## src/rtl/ofdm_pkg.sv

```systemverilog
// ofdm_pkg: shared OFDM transmitter constants and the symbol scheduler state type.
package ofdm_pkg;
    localparam int N_SC     = 48;
    localparam int SC_IDX_W = 6;
    typedef enum logic [2:0] {IDLE, SIG, GAP, DATA, DONE} sched_state_t;
endpackage

```

## src/rtl/sc_counter.sv

```systemverilog
// sc_counter: subcarrier index counter that wraps at N and flags the last index.
//   clk, rst   : clock, synchronous active-high reset
//   clr_i      : synchronous clear back to index 0
//   en_i       : advance by one (wraps N-1 -> 0)
//   cnt_o      : current subcarrier index
//   cnt_last_o : high while cnt_o == N-1
module sc_counter
    import ofdm_pkg::*;
#(
    parameter int N = N_SC
) (
    input  logic                clk,
    input  logic                rst,
    input  logic                clr_i,
    input  logic                en_i,
    output logic [SC_IDX_W-1:0] cnt_o,
    output logic                cnt_last_o
);
    logic [SC_IDX_W-1:0] cnt_q, cnt_d;
    assign cnt_last_o = cnt_q == SC_IDX_W'(N - 1);
    assign cnt_d      = clr_i ? '0 : !en_i ? cnt_q : cnt_last_o ? '0 : cnt_q + 1'b1;
    assign cnt_o      = cnt_q;
    always_ff @(posedge clk) begin
        if (rst) cnt_q <= '0;
        else     cnt_q <= cnt_d;
    end
endmodule

```

## src/rtl/pilot_sched.sv

```systemverilog
// pilot_sched: frames one SIGNAL symbol then n_sym DATA symbols toward the pilot stage.
//   clk, rst           : clock, synchronous active-high reset
//   start, n_sym       : frame start pulse (IDLE only) and DATA symbol count
//   busy, frame_done   : frame in progress, one-cycle end-of-frame pulse
//   sig_din*           : SIGNAL source stream (data/vld/rdy)
//   data_din*          : DATA source stream (data/vld/rdy)
//   sched_dout*        : tagged sample stream to the pilot stage (data/index/sym/vld/rdy/last)
module pilot_sched
    import ofdm_pkg::*;
#(
    parameter int DW      = 16,
    parameter int N_SC    = ofdm_pkg::N_SC,
    parameter int SYM_W   = 10,
    parameter int GAP_CYC = 2
) (
    input  logic                clk,
    input  logic                rst,
    input  logic                start,
    input  logic [SYM_W-1:0]    n_sym,
    output logic                busy,
    output logic                frame_done,
    input  logic [DW-1:0]       sig_din,
    input  logic                sig_din_vld,
    output logic                sig_din_rdy,
    input  logic [DW-1:0]       data_din,
    input  logic                data_din_vld,
    output logic                data_din_rdy,
    output logic [DW-1:0]       sched_dout,
    output logic [5:0]          sched_dout_index,
    output logic [SYM_W:0]      sched_dout_sym,
    output logic                sched_dout_vld,
    input  logic                sched_dout_rdy,
    output logic                sched_dout_last
);
    localparam int GW = $clog2(GAP_CYC + 1);
    sched_state_t        state_q, state_d;
    logic [SYM_W-1:0]    n_sym_l_q, n_sym_l_d;
    logic [SYM_W:0]      sym_cnt_q, sym_cnt_d;
    logic [GW-1:0]       gap_q, gap_d;
    logic                busy_q, busy_d, done_q, done_d;
    logic                accept, xfer, sc_last, gap_done, sel_sig, sel_data;
    logic [SC_IDX_W-1:0] sc_cnt;
    assign accept   = state_q == IDLE && start;
    assign xfer     = sched_dout_vld && sched_dout_rdy;
    assign gap_done = gap_q == GW'(GAP_CYC - 1);
    sc_counter #(.N(N_SC)) u_sc (
        .clk        (clk),
        .rst        (rst),
        .clr_i      (accept),
        .en_i       (xfer),
        .cnt_o      (sc_cnt),
        .cnt_last_o (sc_last)
    );
    always_ff @(posedge clk) begin
        if (rst) state_q <= IDLE;
        else     state_q <= state_d;
    end
    always_comb begin
        state_d = state_q;
        case (state_q)
            IDLE:      if (start) state_d = SIG;
            SIG, DATA: if (xfer && sc_last) state_d = GAP;
            GAP:       if (gap_done) state_d = (sym_cnt_q < {1'b0, n_sym_l_q}) ? DATA : DONE;
            default:   state_d = IDLE;
        endcase
    end
    // sym_cnt advances on entry to DATA so it reads k throughout the k-th DATA symbol.
    assign n_sym_l_d = accept ? n_sym : n_sym_l_q;
    assign sym_cnt_d = accept ? '0 : (state_q == GAP && state_d == DATA) ? sym_cnt_q + 1'b1 : sym_cnt_q;
    assign gap_d     = (state_q == GAP && !gap_done) ? gap_q + 1'b1 : '0;
    assign busy_d    = state_d != IDLE;
    assign done_d    = state_d == DONE;
    always_ff @(posedge clk) begin
        if (rst) begin
            n_sym_l_q <= '0;
            sym_cnt_q <= '0;
            gap_q     <= '0;
            busy_q    <= 1'b0;
            done_q    <= 1'b0;
        end else begin
            n_sym_l_q <= n_sym_l_d;
            sym_cnt_q <= sym_cnt_d;
            gap_q     <= gap_d;
            busy_q    <= busy_d;
            done_q    <= done_d;
        end
    end
    always_comb begin
        sel_sig         = state_q == SIG;
        sel_data        = state_q == DATA;
        sched_dout      = sel_data ? data_din : sig_din;
        sched_dout_vld  = sel_sig ? sig_din_vld : sel_data ? data_din_vld : 1'b0;
        sig_din_rdy     = sel_sig && sched_dout_rdy;
        data_din_rdy    = sel_data && sched_dout_rdy;
        sched_dout_last = sched_dout_vld && sc_last &&
                          ((sel_sig && n_sym_l_q == '0) || (sel_data && sym_cnt_q == {1'b0, n_sym_l_q}));
    end
    assign sched_dout_index = sc_cnt;
    assign sched_dout_sym   = sym_cnt_q;
    assign busy             = busy_q;
    assign frame_done       = done_q;
endmodule

```

## config.mk

```make
export PLATFORM = sky130hd
export DESIGN_NAME = pilot_sched
export DESIGN_NICKNAME = d
export VERILOG_FILES = /design/src/rtl/ofdm_pkg.sv /design/src/rtl/sc_counter.sv /design/src/rtl/pilot_sched.sv
export SDC_FILE = /design/constraint.sdc
export NUM_CORES = 1
export LEC_CHECK = 0
export BUFFER_PORTS_ARGS = -buffer_cell sky130_fd_sc_hd__buf_4
export CORE_MARGIN = 1
export CORE_UTILIZATION = 50
export DETAILED_ROUTE_END_ITERATION = 8
export GPL_ROUTABILITY_DRIVEN = 1
export PLACE_DENSITY = 0.81
export SLEW_MARGIN = 20
export SYNTH_ARGS = -nofsm -noshare
export SYNTH_HDL_FRONTEND = slang
export SYNTH_HIERARCHICAL = 1
export SYNTH_SLANG_ARGS = --single-unit
```

## constraint.sdc

```tcl
create_clock -name clk -period 5.19 [get_ports clk]
set_input_delay 0.7785 -clock clk [delete_from_list [all_inputs] [get_ports clk]]
set_output_delay 0.7785 -clock clk [all_outputs]
set_load 0.05 [all_outputs]
```

==> impl_metrics.csv, run 1 <==
group,metric,value,unit
global_routing,grt_pass1_vias,1923,
layout,most-common-layout-cells,"buf_4 (86), dfxtp_1 (34), nand2_1 (31)",
sta,finalSetupTns,0,ns
synth,syn_area,1960,µm²
clock_network,clock-sinks,34,
worst_hold_path,hp-class,"reg2reg",
worst_setup_path,reg2reg_from,"sched_dout_sym[8]",
worst_hold_path,hp-start,"gap_q[0]",
drt,vias_per_cell,5.55,
worst_setup_path,start_kind,"flop",
layout,final_common_cell,"buf_4",
worst_setup_path,cp-startpoint,"state_q[0]",
power,total_power,0.000627,W
clock_network,cts_buffers,5,
clock_network,cts_tree,"done",
drt,vias,2005,
floorplanning,core_area,3720,µm²
job,cap_violations,0,
placement,gp_congestion,0.830,
status,status,"finished clean",
drt,drt_iter0_markers,66,
layout,drive_gt1_frac,0.371,
power,ir_drop,0.000118,V
floorplanning,die_h,64.6,µm
power,pwr_density_cell,230,nW/µm²
layout,fin_nets,373,
layout,area_delta_synth_final,38.8,%
drt,wire_per_inst,14.2,µm
worst_setup_path,crit_path_max_incr_delay,0.52,ns
synth,synth_warnings,6,
floorplanning,io_pins,87,
worst_setup_path,critPathRequiredTime,4.41,ns
drt,first_pass_iters,4,
placement,portBuffers,86,
clock_network,clk_latency,0.29,ns
global_routing,grt_usage,0.256,
global_routing,antenna_found_initial,0,
clock_network,clockBufferDepth,2,
floorplanning,rows,22,
clock_network,cts_resized,0,
synth,postSynthRegisterBits,34,
sta,setup_violations,0,
sta,slew_headroom,0.479,
synth,yosysSeqAreaShare,0.347,
synth,syn_inst,229,
floorplanning,start_util,0.528,
sta,skew,0.00637,ns
worst_setup_path,crit_type,"reg2out",
synth,synth_cell_types,43,
layout,n_antenna_cell,0,
global_routing,grt_pass1_wl,8310,µm
placement,hpwl,4000,µm
clock_network,holdBufCountCts,0,
sta,fmax,317,MHz
worst_setup_path,worstPathArrival,2.37,ns
power,p_leak,1.19,nW
sta,grt_setup_unrepaired,"false",
floorplanning,die-area,4180,µm²
sta,hold_viol_final,0,
synth,ys_async_sr_fraction,0,
sta,worst_slew_pin_slew,0.779,ns
sta,finalWorstPathRequiredPeriod,3.15,ns
worst_setup_path,cp_max_fo,18,
worst_setup_path,r2r_slack,2.90,ns
worst_setup_path,crit_buf_inv,1,
clock_network,clk_pin_slew,0.07,ns
global_routing,grt_overflow_total,0,
clock_network,cts_max_level,2,
drt,ant_nets,0,
clock_network,postCtsSetupRepairBufs,0,
sta,fin_crit_sh,0.607,
worst_setup_path,slowest_stage,"o41ai_1",
sta,drv_slew,0,
drt,drc_errors,0,
worst_hold_path,hold-path-cell-count,1,
worst_setup_path,crit_family,"simple AND/OR/NAND/NOR gates",
synth,ys.flop_type,"dfxtp_1",
global_routing,grt_max_degree,25,
clock_network,root_buffer,"clkbuf_8",
worst_hold_path,holdPathEnd,"gap_q[0]",
synth,syn_nets,290,
synth,synth-edff-count,0,
worst_setup_path,setup.worst_path.end_class,"primary output",
worst_setup_path,crit_path_cell_trace,"nor2b_1, nand2_1, o41ai_1, and3_1, buf_4",
worst_setup_path,r2r_end,"sched_dout_sym[7]",
layout,fin_cells,361,
drt,postRouteWirelength,5110,µm
placement,dp_cells,353,
worst_setup_path,reg2reg_depth,6,
floorplanning,fp.dieW,64.6,µm
synth,synth_area_per_cell,8.57,µm²
[cell usage after synthesis, types with 3 or more instances]
| library cell | n | area [µm²] |
|---|---|---|
| a21oi_1 | 24 | 120 |
| and2_1 | 3 | 18.8 |
| and3_1 | 3 | 18.8 |
| buf_2 | 5 | 25.0 |
| clkbuf_1 | 3 | 11.3 |
| dfxtp_1 | 34 | 681 |
| ha_1 | 13 | 163 |
| inv_1 | 13 | 48.8 |
| mux2_2 | 16 | 180 |
| nand2_1 | 31 | 116 |
| nand3_1 | 6 | 30.0 |
| nand4_1 | 5 | 31.3 |
| nor2_1 | 9 | 33.8 |
| nor3_1 | 4 | 20.0 |
| nor4_1 | 5 | 31.3 |
| o21ai_0 | 7 | 35.0 |
| o31ai_1 | 5 | 37.5 |
| or3_1 | 4 | 25.0 |
| or4_1 | 7 | 52.6 |
[stage by stage]
step                worst slack, ns  area (µm²)  hold slack (ns)  utilization
floorplan                      2.27        1960            0.406            -
global placement               2.51        2610            0.419        0.703
detailed placement             2.36        2610            0.430        0.703
CTS                            2.06        2720            0.440        0.733
global route                   1.90        2720            0.466        0.733
finish                         2.04        2720            0.437        0.733
[cells by family after synthesis]
logic type,count (synthesis),synth area share
AO/OA/AOI/OAI,48,0.150
XOR/XNOR,3,0.0134
adder cells (fa/ha/maj),13,0.0829
buffers and inverters,23,0.0529
flip-flops,34,0.347
multiplexers,18,0.102
AND/OR/NAND/NOR,90,0.252
[state kept, by name (all words and copies together) (netlist names)]
register        cells
u_sc/cnt_o          6
sched_dout_sym     11
busy                1
n_sym_l_q          10
state_q             3
gap_q               2
frame_done          1
[per-layer routing]
layer	GRT usage	part of all wire
met1	0.293	0.42
met2	0.461	0.51
met4	0.100	0.013
met3	0.0511	0.059
met5	0	0
[how the worst max path moves through the flow]
stage | end | slack [ns] | depth (start not counted)
floorplan | sched_dout_last | 2.27 | 3
global placement | sched_dout_last | 2.51 | 5
detailed placement | sched_dout_last | 2.36 | 5
CTS | sched_dout_last | 2.06 | 5
global route | sched_dout_last | 1.90 | 5
finish | sched_dout_last | 2.04 | 5
[power breakdown]
group	total, W	switching (W)	internal, W
logic	0.000126	0.0000731	0.0000527
registers	0.000273	0.00000548	0.000267
clock network	0.000228	0.0000941	0.000134
total	0.000627	0.000173	0.000454
[layout make-up]
cell class | count | area (µm²)
sequential | 34 | 681
fill | 306 | 993
multi-input combinational | 172 | 1180
inverter | 13 | 48.8
clock buffer | 8 | 110
timing repair buffer | 86 | 646
tap | 48 | 60.1
Power figures use the tool's default switching activity.
==> run 2, diff against run 1 <==
--- a/config.mk
+++ b/config.mk
@@ -7,10 +7,10 @@
 export LEC_CHECK = 0
 export BUFFER_PORTS_ARGS = -buffer_cell sky130_fd_sc_hd__buf_4
 export CORE_MARGIN = 1
-export CORE_UTILIZATION = 50
+export CORE_UTILIZATION = 43
 export DETAILED_ROUTE_END_ITERATION = 8
 export GPL_ROUTABILITY_DRIVEN = 1
-export PLACE_DENSITY = 0.81
+export PLACE_DENSITY = 0.74
 export SLEW_MARGIN = 20
 export SYNTH_ARGS = -nofsm -noshare
 export SYNTH_HDL_FRONTEND = slang
==> constraint.sdc (replaced) <==
create_clock -name clk -period 2.8 [get_ports clk]
set_input_delay 0.42 -clock clk [delete_from_list [all_inputs] [get_ports clk]]
set_output_delay 0.42 -clock clk [all_outputs]
set_load 0.05 [all_outputs]
==> run 2 against run 1 <==
  * Die area up 16%
  * Highest routed layer unchanged
  * Final cell count up 1.7%
  * Largest power group unchanged
  * Critical endpoint unchanged
  * Worst setup slack worse by 1.7 ns
  * Sequential share of layout area is essentially flat
  * Largest cell class unchanged
==> impl_metrics.csv, run 2 (same netlist as run 1, synthesis figures left out) <==
group,metric,value,unit
status,status,"finished clean",
clock_network,root_buffer,"clkbuf_8",
worst_setup_path,crit_path_max_incr_delay,0.40,ns
placement,portBuffers,86,
worst_setup_path,slowest_stage,"o41ai_1",
worst_setup_path,crit_type,"reg2out",
worst_setup_path,worstSetupPathDepth,6,
drt,vias_per_cell,5.43,
floorplanning,fp.dieW,69.5,µm
power,switching_share,0.287,
sta,timing.hold.ws,0.376,ns
worst_setup_path,setup.worst_path.end_class,"primary output",
global_routing,grt_max_degree,25,
sta,grt_setup_unrepaired,"false",
floorplanning,die_h,69.5,µm
sta,skew,0.00645,ns
layout,final_common_cell,"buf_4",
floorplanning,io_pins,87,
layout,most-common-layout-cells,"buf_4 (88), dfxtp_1 (34), nand2_1 (31)",
global_routing,grt_pass1_wl,8230,µm
worst_setup_path,r2r_slack,0.51,ns
drt,ant_nets,0,
worst_hold_path,hp-class,"in2reg",
global_routing,grt_usage,0.213,
worst_setup_path,start_kind,"flop",
worst_setup_path,crit_path_cell_trace,"inv_1, ha_1, nand4b_1, o41ai_1, and3_1, buf_4",
drt,drt_iter0_markers,99,
clock_network,clk_latency,0.29,ns
clock_network,holdBufCountCts,0,
clock_network,cts_buffers,5,
layout,fin_nets,375,
sta,worst_slew_pin_slew,0.799,ns
power,p_leak,1.19,nW
floorplanning,rows,24,
worst_setup_path,r2r_end,"sched_dout_sym[6]",
worst_setup_path,cp-startpoint,"n_sym_l_q[9]",
layout,n_antenna_cell,0,
clock_network,cts_tree,"done",
job,cap_violations,0,
sta,drv_slew,0,
global_routing,antenna_found_initial,0,
drt,first_pass_iters,4,
layout,drive_gt1_frac,0.371,
floorplanning,die-area,4840,µm²
sta,fmax,415,MHz
power,p_int,0.000793,W
sta,slew_headroom,0.466,
drt,vias,1992,
power,switching_power,0.000319,W
worst_setup_path,critPathRequiredTime,2.38,ns
worst_setup_path,cp-endpoint,"sched_dout_last",
worst_setup_path,crit_family,"simple AND/OR/NAND/NOR gates",
global_routing,grt_overflow_total,0,
clock_network,clk_pin_slew,0.07,ns
floorplanning,start_util,0.447,
worst_setup_path,reg2reg_depth,7,
layout,largest_reg_flops,11,
global_routing,grt_pass1_vias,1911,
drt,drc_errors,0,
power,pwr_density_cell,408,nW/µm²
power,ir_drop,0.000204,V
sta,fin_crit_sh,0.861,
sta,finalSetupTns,0,ns
placement,hpwl,4020,µm
worst_setup_path,worstPathArrival,1.99,ns
clock_network,postCtsSetupRepairBufs,0,
power,clockPowerShare,0.335,
clock_network,clockBufferDepth,2,
worst_setup_path,reg2reg_from,"n_sym_l_q[8]",
clock_network,cts_resized,0,
power,share_comb_of_total_power,0.210,
drt,wire_per_inst,13.8,µm
drt,postRouteWirelength,5050,µm
clock_network,clock-sinks,34,
layout,area_delta_synth_final,38.8,%
clock_network,cts_max_level,2,
sta,hold_viol_final,0,
power,share_seq_of_total_power,0.455,
floorplanning,core_area,4380,µm²
placement,gp_congestion,0.837,
worst_setup_path,cp_max_fo,3,
sta,setup_violations,0,
worst_setup_path,crit_buf_inv,2,
sta,finalWorstPathRequiredPeriod,2.41,ns
==> run 2: layer usage <==
| metal | wire length (µm) | vias up | GRT usage | share of wire |
|---|---|---|---|---|
| met5 | 0 | - | 0 | 0 |
| met4 | 77 | 0 | 0.0839 | 0.015 |
| met3 | 317 | 8 | 0.0451 | 0.063 |
| met2 | 2610 | 75 | 0.397 | 0.52 |
| met1 | 2050 | 913 | 0.233 | 0.41 |
| li1 | - | 996 | - | - |
==> run 2: worst reg2reg max path, stage by stage, from the launching register on <==
cell	delay (ns)
dfxtp_1	0.35
inv_1	0.05
ha_1	0.28
a21o_1	0.17
a211oi_2	0.23
o211ai_2	0.36
or4_1	0.61
a21oi_1	0.16
==> run 2: power groups by stage <==
stage          Clock [W]  Combinational (W)  Sequential [W]
2_1_floorplan          0           0.000143        0.000519
3_3_place_gp           0           0.000230        0.000516
3_5_place_dp           0           0.000234        0.000516
4_1_cts         0.000383           0.000235        0.000505
5_1_grt         0.000399           0.000253        0.000507
6_report        0.000373           0.000234        0.000505
==> run 2: how the worst min path moves through the flow <==
stage | start | end | slack, ns | depth (start not counted)
global placement | gap_q[0] | gap_q[0] | 0.42 | 1
detailed placement | gap_q[0] | gap_q[0] | 0.42 | 1
global route | n_sym[6] | n_sym_l_q[6] | 0.37 | 3
finish | n_sym[2] | n_sym_l_q[2] | 0.38 | 3
CTS | n_sym[2] | n_sym_l_q[2] | 0.37 | 3
floorplan | gap_q[0] | gap_q[0] | 0.41 | 1
==> run 2: cell type report <==
cell class	instances	area, µm²
inverter	13	48.8
tap	52	65.1
fill	390	1660
clock inverter	1	5.00
sequential	34	681
clock buffer	7	86.3
multi-input combinational	172	1180
timing repair buffer	88	661
==> run 2: metrics by stage <==
step           area, µm²  setup WS, ns   util  power [W]  instances
3_5_place_dp        2630         0.550  0.600   0.000750        359
2_1_floorplan       1960         0.513      -   0.000662        229
5_1_grt             2720         0.290  0.621    0.00116        367
6_report            2720         0.388  0.621    0.00111        367
4_1_cts             2720         0.365  0.621    0.00112        367
3_3_place_gp        2630         0.610  0.600   0.000746        359
==> run 3, diff against run 2 <==
--- a/config.mk
+++ b/config.mk
@@ -14,5 +14,4 @@
 export SLEW_MARGIN = 20
 export SYNTH_ARGS = -nofsm -noshare
 export SYNTH_HDL_FRONTEND = slang
-export SYNTH_HIERARCHICAL = 1
 export SYNTH_SLANG_ARGS = --single-unit
==> run 3 against run 2 <==
  * Sequential share of layout area fell by 0.54 points
  * Worst setup slack got worse by 0.096 ns
  * Critical endpoint unchanged
  * Routed wire length grew 2.0%
  * Clock-buffer cell count is 1 lower
  * Power increased by 8.6%
  * Synthesized cell count grew 0.87%
  * Flip-flop and latch count unchanged
  * Core utilization is 1.4 points higher
  * Critical path type unchanged
  * Combinational power rose by 3%
  * Final cell count is 1.1% higher
  * Clock skew hardly changed
==> impl_metrics.csv, run 3 <==
group,metric,value,unit
status,status,"finished clean",
global_routing,antenna_found_initial,0,
global_routing,grt_pass1_wl,8560,µm
worst_hold_path,hp-start,"n_sym[2]",
floorplanning,core_area,4380,µm²
drt,drc_errors,0,
synth,synth_top_area_frac,0.343,
sta,fin_crit_sh,0.896,
sta,setup_violations,0,
synth,ys.flop_type,"dfxtp_1",
sta,grt_setup_unrepaired,"false",
global_routing,grt_overflow_total,0,
worst_hold_path,holdPathEnd,"n_sym_l_q[2]",
worst_setup_path,crit_type,"reg2out",
floorplanning,fp.dieW,70.0,µm
global_routing,grt_pass1_vias,1813,
placement,portBuffers,86,
drt,vias,1986,
synth,syn_area,1990,µm²
floorplanning,start_util,0.453,
layout,finalInstanceArea,2780,µm²
synth,synth-edff-count,0,
synth,yosys-top-cells-area,"dfxtp_1 (34%), mux2_2 (9.6%), ha_1 (8.2%)",
worst_setup_path,critPathRequiredTime,2.38,ns
power,pwr_density_cell,433,nW/µm²
layout,final_common_cell,"buf_4",
synth,syn_inst,231,
sta,worst_slew_pin_slew,0.608,ns
placement,placed_area,2670,µm²
power,ir_drop,0.000257,V
floorplanning,rows,24,
drt,postRouteWirelength,5150,µm
layout,fin_nets,380,
worst_setup_path,cp_max_fo,4,
worst_setup_path,crit_path_cell_trace,"inv_1, ha_1, nand4b_1, or4_1, a21oi_1, buf_4",
floorplanning,die_h,70.0,µm
global_routing,grt_max_degree,18,
synth,ys_async_sr_fraction,0,
layout,fillCellCount,418,
worst_setup_path,crit_path_max_incr_delay,0.51,ns
synth,synth_cell_types,48,
sta,timing.hold.ws,0.378,ns
drt,first_pass_iters,4,
layout,largest_reg_flops,11,
sta,finalWorstPathRequiredPeriod,2.51,ns
layout,most-common-layout-cells,"buf_4 (88), dfxtp_1 (34), nand2_1 (32)",
global_routing,grt_usage,0.216,
clock_network,clockBufferDepth,2,
worst_setup_path,r2r_slack,0.54,ns
worst_setup_path,reg2reg_from,"sched_dout_sym[8]",
sta,drv_slew,0,
drt,drt_iter0_markers,59,
clock_network,cts_tree,"done",
clock_network,postCtsSetupRepairBufs,0,
synth,synth_top_cells_by_count,"dfxtp_1 (34), nand2_1 (32), a21oi_1 (26)",
sta,fmax,399,MHz
worst_setup_path,setup.worst_path.end_class,"primary output",
layout,n_antenna_cell,0,
drt,wire_per_inst,13.9,µm
sta,slew_headroom,0.594,
worst_setup_path,start_kind,"flop",
job,cap_violations,0,
synth,synth_area_per_cell,8.60,µm²
sta,skew,0.00686,ns
clock_network,cts_buffers,5,
synth,postSynthRegisterBits,34,
synth,synth_warnings,0,
worst_setup_path,r2r_end,"sched_dout_sym[7]",
clock_network,clk_pin_slew,0.07,ns
clock_network,root_buffer,"clkbuf_8",
synth,yosysTopAreaCell,"dfxtp_1",
floorplanning,die-area,4890,µm²
power,p_leak,1.22,nW
placement,gp_congestion,0.774,
clock_network,cts_resized,0,
worst_hold_path,hp-class,"in2reg",
clock_network,clock-sinks,34,
drt,vias_per_cell,5.35,
worst_setup_path,slowest_stage,"or4_1",
floorplanning,io_pins,87,
sta,hold_viol_final,0,
synth,syn_nets,292,
layout,drive_gt1_frac,0.379,
synth,yosysSeqAreaShare,0.343,
sta,finalSetupTns,0,ns
placement,hpwl,3980,µm
worst_setup_path,reg2reg_depth,6,
layout,area_delta_synth_final,40.2,%
worst_hold_path,hold-path-cell-count,3,
drt,ant_nets,0,
worst_setup_path,worstPathArrival,2.09,ns
clock_network,cts_max_level,2,
clock_network,holdBufCountCts,0,
clock_network,clk_latency,0.29,ns
synth,yosysMostFrequentCell,"dfxtp_1",
run 3: stage by stage:
stage / power [W] / cells / utilization / setup slack, ns
after detailed placement: 0.000757 / 364 / 0.609 / 0.568
after global placement: 0.000753 / 364 / 0.609 / 0.653
final: 0.00121 / 371 / 0.635 / 0.292
after global routing: 0.00126 / 371 / 0.635 / 0.185
after floorplan: 0.000667 / 231 / - / 0.0168
after CTS: 0.00122 / 371 / 0.635 / 0.300
run 3: worst max-delay path by stage:
stage                                 start           endpoint  slack (ns)
final                          n_sym_l_q[9]    sched_dout_last        0.29
after global routing           n_sym_l_q[9]    sched_dout_last        0.18
after CTS                      n_sym_l_q[9]    sched_dout_last        0.30
after detailed placement  sched_dout_sym[8]  sched_dout_sym[4]        0.57
after global placement         n_sym_l_q[9]    sched_dout_last        0.65
after floorplan           sched_dout_sym[9]    sched_dout_last        0.02
run 3: layer usage:
metal / vias up / global-route usage / part of all wire
li1: 1014 / - / -
met1: 920 / 0.286 / 0.47
met2: 42 / 0.340 / 0.48
met3: 10 / 0.0505 / 0.041
met4: 0 / 0.0844 / 0.015
met5: - / 0 / 0
run 3: kinds of logic (layout without fill, tap and decap cells):
group | count (synthesis) | count (layout) | share of synthesized area
buffers and inverters | 18 | 106 | 0.0441
muxes | 18 | 18 | 0.101
and+or+nand+nor | 98 | 98 | 0.270
AOI/OAI and AO/OA | 45 | 45 | 0.138
adders and majority gates | 13 | 13 | 0.0819
xor gates and xnor gates | 5 | 5 | 0.0221
DFF | 34 | 34 | 0.343
run 3: where the power goes:
part           switching, W  internal [W]
sequential       0.00000964      0.000496
combinational      0.000140      0.000101
clock              0.000176      0.000285
run 3: critical path: cells and delay by family (launching register included):
family          cells  cell delay (ns)
flops               1             0.34
compound gates      1             0.16
simple gates        2             0.71
fa+ha+maj           1             0.30
buf+inv             2             0.28
run 3: layout make-up:
cell class | count | area, µm² | share of cell area
Multi-Input combinational cell | 179 | 1220 | 0.440
Sequential cell | 34 | 681 | 0.244
Tap cell | 52 | 65.1 | 0.0234
Inverter | 11 | 41.3 | 0.0148
Clock buffer | 6 | 82.6 | 0.0297
Clock inverter | 1 | 30.0 | 0.0108
Timing Repair Buffer | 88 | 661 | 0.237
